$ cat src/rtl/seq_divider.sv
// rtl/seq_divider.sv - multi-cycle unsigned restoring divider with start/busy/done handshake
// One quotient bit per cycle; a zero divisor skips the iterations and reports div_by_zero.
module seq_divider #(
  parameter int N = 4
) (
  input  logic         clk_i,
  input  logic         rst_i,
  input  logic         start_i,
  input  logic [N-1:0] dividend_i,
  input  logic [N-1:0] divisor_i,
  output logic         busy_o,
  output logic         done_o,
  output logic [N-1:0] quotient_o,
  output logic [N-1:0] remainder_o,
  output logic         div_by_zero_o
);

  localparam int CW = $clog2(N + 1);

  typedef enum logic [1:0] {S_IDLE, S_RUN, S_DONE} state_e;

  state_e        state_q;
  logic [N:0]    r_q;
  logic [N-1:0]  q_q;
  logic [N-1:0]  d_q;
  logic [CW-1:0] cnt_q;
  logic          busy_q;
  logic          done_q;
  logic [N-1:0]  quot_q;
  logic [N-1:0]  rem_q;
  logic          dbz_q;

  logic [N:0]    r_shift;
  logic [N+1:0]  sub;
  logic [N:0]    r_d;
  logic [N-1:0]  q_d;
  logic          unused_r_msb;

  // The partial remainder never exceeds the divisor after a step, so its top bit is not needed by the shift.
  assign unused_r_msb = r_q[N];

  always_comb begin
    r_shift = {r_q[N-1:0], q_q[N-1]};
    sub     = {1'b0, r_shift} + {1'b0, ~{1'b0, d_q}} + (N+2)'(1);
    r_d     = r_shift;
    q_d     = {q_q[N-2:0], 1'b0};
    if (sub[N+1]) begin
      r_d = sub[N:0];
      q_d = {q_q[N-2:0], 1'b1};
    end
  end

  always_ff @(posedge clk_i) begin
    if (rst_i) begin
      state_q <= S_IDLE;
      r_q     <= '0;
      q_q     <= '0;
      d_q     <= '0;
      cnt_q   <= '0;
      busy_q  <= 1'b0;
      done_q  <= 1'b0;
      quot_q  <= '0;
      rem_q   <= '0;
      dbz_q   <= 1'b0;
    end else begin
      case (state_q)
        S_IDLE: begin
          if (start_i) begin
            r_q     <= '0;
            q_q     <= dividend_i;
            d_q     <= divisor_i;
            cnt_q   <= '0;
            busy_q  <= 1'b1;
            dbz_q   <= 1'b0;
            state_q <= S_RUN;
          end
        end
        S_RUN: begin
          if (d_q == '0) begin
            // Zero divisor: single pass through RUN, q_q still holds the dividend.
            quot_q  <= '1;
            rem_q   <= q_q;
            dbz_q   <= 1'b1;
            done_q  <= 1'b1;
            state_q <= S_DONE;
          end else begin
            r_q   <= r_d;
            q_q   <= q_d;
            cnt_q <= cnt_q + CW'(1);
            if (cnt_q == CW'(N - 1)) begin
              quot_q  <= q_d;
              rem_q   <= r_d[N-1:0];
              done_q  <= 1'b1;
              state_q <= S_DONE;
            end
          end
        end
        S_DONE: begin
          done_q  <= 1'b0;
          busy_q  <= 1'b0;
          state_q <= S_IDLE;
        end
        default: state_q <= S_IDLE;
      endcase
    end
  end

  assign busy_o        = busy_q;
  assign done_o        = done_q;
  assign quotient_o    = quot_q;
  assign remainder_o   = rem_q;
  assign div_by_zero_o = dbz_q;

endmodule
$ cat config.mk
export PLATFORM = sky130hd
export DESIGN_NAME = seq_divider
export DESIGN_NICKNAME = d
export VERILOG_FILES = /design/src/rtl/seq_divider.sv
export SDC_FILE = /design/constraint.sdc
export NUM_CORES = 1
export LEC_CHECK = 0
export CELL_PAD_IN_SITES_DETAIL_PLACEMENT = 0
export CELL_PAD_IN_SITES_GLOBAL_PLACEMENT = 1
export CORE_MARGIN = 3
export CORE_UTILIZATION = 38
export DETAILED_ROUTE_END_ITERATION = 16
export GPL_ROUTABILITY_DRIVEN = 0
export HOLD_SLACK_MARGIN = 0.02
export PLACE_DENSITY = 0.88
export SLEW_MARGIN = 20
export SYNTH_ARGS = -nofsm -noshare
export SYNTH_HDL_FRONTEND = slang
export SYNTH_SLANG_ARGS = --single-unit
$ cat constraint.sdc
create_clock -name clk_i -period 2.42 [get_ports clk_i]
set_input_delay 0.363 -clock clk_i [delete_from_list [all_inputs] [get_ports clk_i]]
set_output_delay 0.363 -clock clk_i [all_outputs]
set_load 0.02 [all_outputs]
; Word level (Yosys, flattened, before mapping)
; Index checks and enable logic that the tools add are counted.
; Widths: inputs -> output; s select.
[classes]
add_sub_neg = 3
mux = 27
reduce_logical = 13
n_eq_ne = 7
bitwise_logic = 1
[ops]
columns = op, n
row1 = $mux 4, 9
row2 = $pmux 4 s2, 2
row3 = $reduce_and 2->1, 5
row4 = $reduce_bool 2->1, 4
row5 = $add 5x5->6, 1
row6 = $add 6x1->6 const B, 1
row7 = $mux 1, 6
row8 = $mux 2, 3
row9 = $mux 3, 2
row10 = $ne 2x2->1 const B, 3
row11 = $pmux 1 s2, 3
row12 = $pmux 3 s2, 1
row13 = $reduce_and 3->1, 2
row14 = $not 4->5, 1
row15 = $logic_not 4->1, 1
row16 = $pmux 2 s2, 1
row17 = $add 3x1->3 const B, 1
row18 = $eq 3x2->1 const B, 1
row19 = $ne 3x3->1 const B, 1
row20 = $eq 2x1->1 const B, 1
row21 = $eq 2x2->1 const B, 1
row22 = $logic_not 2->1, 1
[totals]
out_inout_bits = 11
elab_cells = 61
input_bits = 11
regBits = 28

; Depth between registers and ports, before layout
; Gate-level depths: netlist of run 1.
[depth]
ltp_word = 6
ltp_mapped = 7
mapped_depth_nobuf = 7

; Least setup slack after synthesis of run 1
; OpenSTA, ideal clock, no wires.
[synth_timing]
kind = reg-to-reg
from = register d_q[1]
to = register rem_q[3], in the netlist remainder_o[3]
setup_time_ns = 0.088
stages_incl_launch_ff = 7
required_ns = 2.332
n_path_buf = 0
t_arrival_ns = 1.831
setup_slack_ns = 0.501
synth_period_minus_slack_ns = 1.919
path_cell_list = dfxtp_1 inv_1 ha_1 nor2b_1 o31a_1 or4_4 a311oi_2
[synth_via]
elab_chain_cells = 6
word_cells_on_any_way = 9
classes_between = add/sub (2) / mux (3) / bitwise (1) / reduce/logical (3)
[synth_lines]
columns = element, line_no
row1 = start: declaration, 25  ; logic [N-1:0] d_q;
row2 = start signal: assignment, 71  ; d_q <= divisor_i;
row3 = $not 4->5, 44  ; sub = {1'b0, r_shift} + {1'b0, ~{1'b0, d_q}} + (N+2)'(1);
row4 = $add 5x5->6, 44
row5 = $add 6x1->6, 44
row6 = $mux 4, 47  ; if (sub[N+1]) begin
row7 = $mux 4, 90  ; if (cnt_q == CW'(N - 1)) begin
row8 = $mux 4, 79  ; if (d_q == '0) begin
row9 = end signal: assignment, 82  ; rem_q <= q_q;
row10 = end signal: assignment, 92  ; rem_q <= r_d[N-1:0];
row11 = end: declaration, 30  ; logic [N-1:0] rem_q;
; Several ways; a longest one is shown, not always the timed one. The select of a mux whose other input is x is not followed.
; A chain may end at the register's enable or synchronous reset.

; Worst setup path after layout of run 1
; Same ends and word-level chain as after synthesis.

==> results.cfg, run 1 <==
[timing]
final.setup.tns_ns = 0
period_minus_slack_ns = 2.002
worst_pin_slew_ns = 0.6634
grt_setup_unrepaired = false
finalHoldViolations = 0
drv_slew = 0
setup-violations-final = 0
skew_ns = 0.005192
fmax_ghz = 0.4995
layout_worst_path_cycle_share_pct = 82.73
relSlewSlack_pct = 55.31

[critical_path]
r2r_cells = 6
crit_chain = inv_1 -> ha_1 -> nor2b_1 -> o31a_1 -> or4_4 -> a311oi_2
crit_slowest_cell = or4_4
crit_cells = 6
r2r_start = d_q[1]
crit_type = register to register
startpoint = d_q[1]
crit_buf_inv = 1
worstSetupStartpointType = register
slowest_delay_ns = 0.53
reg2reg_slack_ns = 0.42
crit_fanout = 4
setup.worst_path.end = remainder_o[3]
critical_path.top_delay_family = simple AND/OR/NAND/NOR gates
crit_arrival_ns = 2.26
crit_path_end_kind = register
r2r-end = remainder_o[3]
cp_data_required_time_ns = 2.68

[grt]
grt_pass1_wl_mm = 5.085
antenna_found_initial = 0
global_route.usage.met2_pct = 26.31
use_met1_pct = 18.07
overflow = 0
grt_use_met3_pct = 4.506
grt_busiest_layer = met2
grt_usage_pct = 15.00
grt_pass1_vias = 1185
grt_max_degree = 25

[placement]
io_buffers = 21
dp_hpwl_mm = 2.249
placed_cells = 219

[cells_and_area]
final_cells = 223
drive_gt1_share_pct = 7.263
seqCellArea_sq_um = 560.5
layout_common_cells = dfxtp_1 (28), nor2_1 (25), nand2_1 (22)
finalNetCount = 198
antenna_cells = 0
area_growth_pct = 22.45
multi_input_area_sq_um = 705.7
final_common_cell = dfxtp_1
fill_cells = 301

[floorplan]
die_y_um = 65.08
initial_core_util_pct = 41.73
die_width_um = 65.08
ioPinCount = 22
dieArea_sq_um = 4235
core_area_sq_um = 3178
rows = 20

[clock_network]
root_buffer = clkbuf_4
ctsHoldBuffers = 0
cts_tree = done
post_cts_resized = 0
clk_pin_slew_ns = 0.15
htree_num_levels = 1
post_cts_buffers = 0
cts_buffer_depth = 2
clock_latency_ns = 0.33
cts.sinks = 28
cts_made_buffers = 3

[detailed_routing]
dr.first_iter.drc_count = 50
routed_wl_mm = 2.893
wire_per_inst_um = 12.97
drc = 0
vias_per_cell = 5.251
drtPass1Iterations = 4
num_vias = 1171
ant_nets = 0

[pwr]
total_power_mw = 1.011
vdd_ir_drop_max_uv = 420.8
p_per_area_nw_per_um2 = 622.6
leakage_nw = 0.6039

[synthesis]
synth_cells = 157
synthFlopType = dfxtp_1
syn-cell-area_sq_um = 1326
synth_area_per_cell_sq_um = 8.448
synth_nets = 175
yosysUniqueCellTypes = 34
async_flop_share_pct = 0
yosysWarnings = 0
synth_seq_cells = 28
ys_seq_area_share_pct = 42.26
synth-edff-count = 0

[run]
cap_violations = 0

[outcome]
status = finished, final reports clean

[worst_hold_path]
hp-class = register to register
-- Yosys cell counts, types with 3 or more instances --
cell type,count,area share (%)
a21oi_1,10,3.8
o21ai_0,7,2.6
o22ai_1,3,1.4
ha_1,6,5.7
dfxtp_1,28,42
nor2_1,25,7.1
a311oi_1,4,2.6
buf_2,3,1.1
mux2i_1,4,3.0
nand2_1,22,6.2
clkbuf_1,3,0.85
inv_1,9,2.5
a31oi_1,3,1.4
nor3_1,4,1.5
nand3_1,3,1.1
-- where the power goes --
part	internal [mW]	total, mW	switching [mW]
sequential	0.495	0.522	0.0269
clock	0.0921	0.226	0.134
combinational	0.117	0.263	0.146
total	0.704	1.01	0.307
-- worst min-delay path: stages (launching register included) --
cell and delay [ns]:
dfxtp_1 0.34, nand3_1 0.07, a21oi_1 0.06
-- metrics by stage --
step	utilization, %	hold WS (ns)	cell area (sq um)	setup slack (ns)
global route	51.10	0.5399	1624	0.2847
finish	51.10	0.4971	1624	0.4179
CTS	51.10	0.5011	1624	0.3941
floorplan	-	0.4516	1326	0.5009
global placement	49.96	0.4591	1588	0.4593
detailed placement	49.96	0.4818	1588	0.4334
-- logic make-up after synthesis --
family | after synthesis | share of synthesized area (%)
multiplexers | 4 | 3.019
buffers and inverters | 15 | 4.528
XOR/XNOR | 1 | 0.6605
flip-flops | 28 | 42.26
AO/OA/AOI/OAI | 36 | 18.02
adder cells (fa/ha/maj) | 7 | 7.170
AND/OR/NAND/NOR | 66 | 24.34
-- sequential cells by signal, summed over array words and instances (netlist names) --
| register | count |
|---|---|
| quotient_o | 4 |
| q_q | 4 |
| r_q | 4 |
| state_q | 2 |
| div_by_zero_o | 1 |
| remainder_o | 4 |
| done_o | 1 |
| busy_o | 1 |
| cnt_q | 3 |
| d_q | 4 |
-- how the worst min path moves through the flow --
stage	slack, ns	endpoint	startpoint	depth (start not counted)
global placement	0.46	cnt_q[1]	cnt_q[1]	2
detailed placement	0.48	cnt_q[1]	cnt_q[1]	2
floorplan	0.45	cnt_q[1]	cnt_q[1]	2
global route	0.54	cnt_q[1]	cnt_q[1]	2
CTS	0.50	cnt_q[1]	cnt_q[1]	2
finish	0.50	cnt_q[1]	cnt_q[1]	2
-- cell type report --
class                      instances  area share (%)
tap                               44           3.390
timing repair buffer              24           14.33
clock buffer                       4           2.234
multi-input combinational        114           43.45
inverter                           9           2.080
sequential                        28           34.51
-- routing by layer --
metal	vias up	wire length [um]
met1	543	1330
met5	-	0
li1	598	-
met4	0	13
met3	2	151
met2	28	1396
No activity file was read; power rests on OpenSTA's default activity.
==> run 2: changes to the inputs <==
CORE_UTILIZATION = 35   (was 38)
PLACE_DENSITY = 0.85   (was 0.88)
clock period = 1.83 ns   (was 2.42 ns; I/O delays follow)
==> run 2 against run 1 <==
Net effect:
- the flow now finishes with violations (negative setup slack)
- via count is 8.2% higher
- flip-flop and latch count unchanged
- cell area is 18% higher
- combinational power up 85%
- clock power up 120%
- first-iteration DRC count is 40% higher
- sequential power grew 32%
- total power increased by 65%
- register-to-register slack worse by 0.43 ns
- highest routed layer unchanged
==> results.cfg, run 2 (synthesized netlist as in run 1, its figures left out) <==
[outcome]
status = finished with violations
violations = negative setup slack

[detailed_routing]
wire_per_inst_um = 13.75
vias_per_cell = 5.109
num_vias = 1267
dr.first_iter.drc_count = 70
drc = 0
drtPass1Iterations = 4
routed_wl_mm = 3.410
ant_nets = 0

[grt]
antenna_found_initial = 0
grt_max_degree = 17
grt_pass1_vias = 1305
grt_usage_pct = 16.37
grt_pass1_wl_mm = 5.664
overflow = 0

[cells_and_area]
drive_gt1_share_pct = 25.74
seqCellArea_sq_um = 566.8
layout_common_cells = nor2_1 (25), buf_4 (24), dfxtp_1 (23)
final_common_cell = nor2_1
area_growth_pct = 44.53
antenna_cells = 0
multi_input_area_sq_um = 774.5
fill_cells = 332
final_cells = 248
finalNetCount = 221

[worst_hold_path]
whs_endpoint = done_o
hold_start = done_o
hp-class = register to register
hold_depth = 2

[clock_network]
root_buffer = clkbuf_8
cts_tree = done
clock_latency_ns = 0.28
cts_made_buffers = 3
cts_buffer_depth = 2
ctsHoldBuffers = 0
cts.sinks = 28
htree_num_levels = 1
clk_pin_slew_ns = 0.10

[critical_path]
crit_path_end_kind = register
reg2reg_slack_ns = -0.01
worstSetupStartpointType = register
crit_arrival_ns = 2.04
crit_type = register to register
r2r-end = remainder_o[3]
r2r_cells = 6
cp_data_required_time_ns = 2.03
r2r_start = d_q[1]
crit_fanout = 3

[timing]
fmax_ghz = 0.5432
relSlewSlack_pct = 67.85
final.setup.tns_ns = -0.01094
finalHoldViolations = 0
setup-violations-final = 1
drv_slew = 0
period_minus_slack_ns = 1.841
grt_setup_unrepaired = true
holdWs_ns = 0.4866
layout_worst_path_cycle_share_pct = 100.6
skew_ns = 0.007229
worst_pin_slew_ns = 0.4773
setup_ws_ns = -0.01094

[floorplan]
rows = 21
initial_core_util_pct = 37.95
ioPinCount = 22
die_width_um = 67.56
die_y_um = 67.56
core_area_sq_um = 3495
dieArea_sq_um = 4564

[placement]
io_buffers = 21
dpl_worst_slack_ns = -0.07945
placed_cells = 240
dp_hpwl_mm = 2.603

[pwr]
seq_power_share_pct = 41.3
p_per_area_nw_per_um2 = 871.0
pwr-share-comb_pct = 29.2
switchingPower_uw = 472.6
p_int_mw = 1.197
leakage_nw = 0.7441
p_clk_share_pct = 29.5
vdd_ir_drop_max_uv = 412.5
power_switching_share_pct = 28.31

[run]
cap_violations = 0
[run 2: final cells by class]
type	instances	area share (%)
repair buffers	47	21.54
multi-input cells	114	40.40
flip-flops and latches	28	29.57
clock buffers	3	2.154
well taps	46	3.003
clock inverters	1	1.567
inverters	9	1.762
[run 2: how the worst max path moves through the flow]
stage | from | end | slack [ns] | cells past startpoint
floorplan | d_q[1] | remainder_o[3] | -0.04 | 6
global placement | d_q[1] | remainder_o[3] | -0.04 | 6
detailed placement | d_q[1] | remainder_o[3] | -0.08 | 6
CTS | d_q[1] | remainder_o[3] | -0.03 | 6
global route | d_q[1] | remainder_o[0] | -0.08 | 9
finish | d_q[1] | remainder_o[3] | -0.01 | 6
[run 2: repair_timing]
item / CTS / global route
resized for setup: 5 / 14
setup buffers: 2 / 2
setup endpoints to repair: 5 / 9
cloned: 0 / 0
pin swaps: 3 / 4
[run 2: metal layers]
| metal | routed length [um] | GRT usage (%) |
|---|---|---|
| met1 | 1520 | 20.12 |
| met2 | 1731 | 28.43 |
| met3 | 129 | 3.328 |
| met4 | 28 | 5.063 |
| met5 | 0 | 0 |
[run 2: worst max-delay path, cell delays in order (launching register included)]
cell and delay, ns:
dfxtp_2 0.35, inv_2 0.05, ha_4 0.20, nor2b_4 0.12
o31a_1 0.29, or4_4 0.53, a311oi_2 0.23
[run 2: power groups by stage]
stage	clock network, mW	registers, mW	logic (mW)
3_3_place_gp	0	0.700	0.416
6_report	0.493	0.689	0.487
2_1_floorplan	0	0.722	0.216
4_1_cts	0.504	0.688	0.455
5_1_grt	0.531	0.695	0.535
3_5_place_dp	0	0.702	0.423
[run 2: metrics by stage]
| stage | util [%] | cell area, sq um | power (mW) |
|---|---|---|---|
| floorplan | - | 1349 | 0.9383 |
| global route | 54.85 | 1917 | 1.762 |
| detailed placement | 50.23 | 1755 | 1.125 |
| finish | 54.85 | 1917 | 1.670 |
| global placement | 50.23 | 1755 | 1.115 |
| CTS | 53.17 | 1858 | 1.647 |
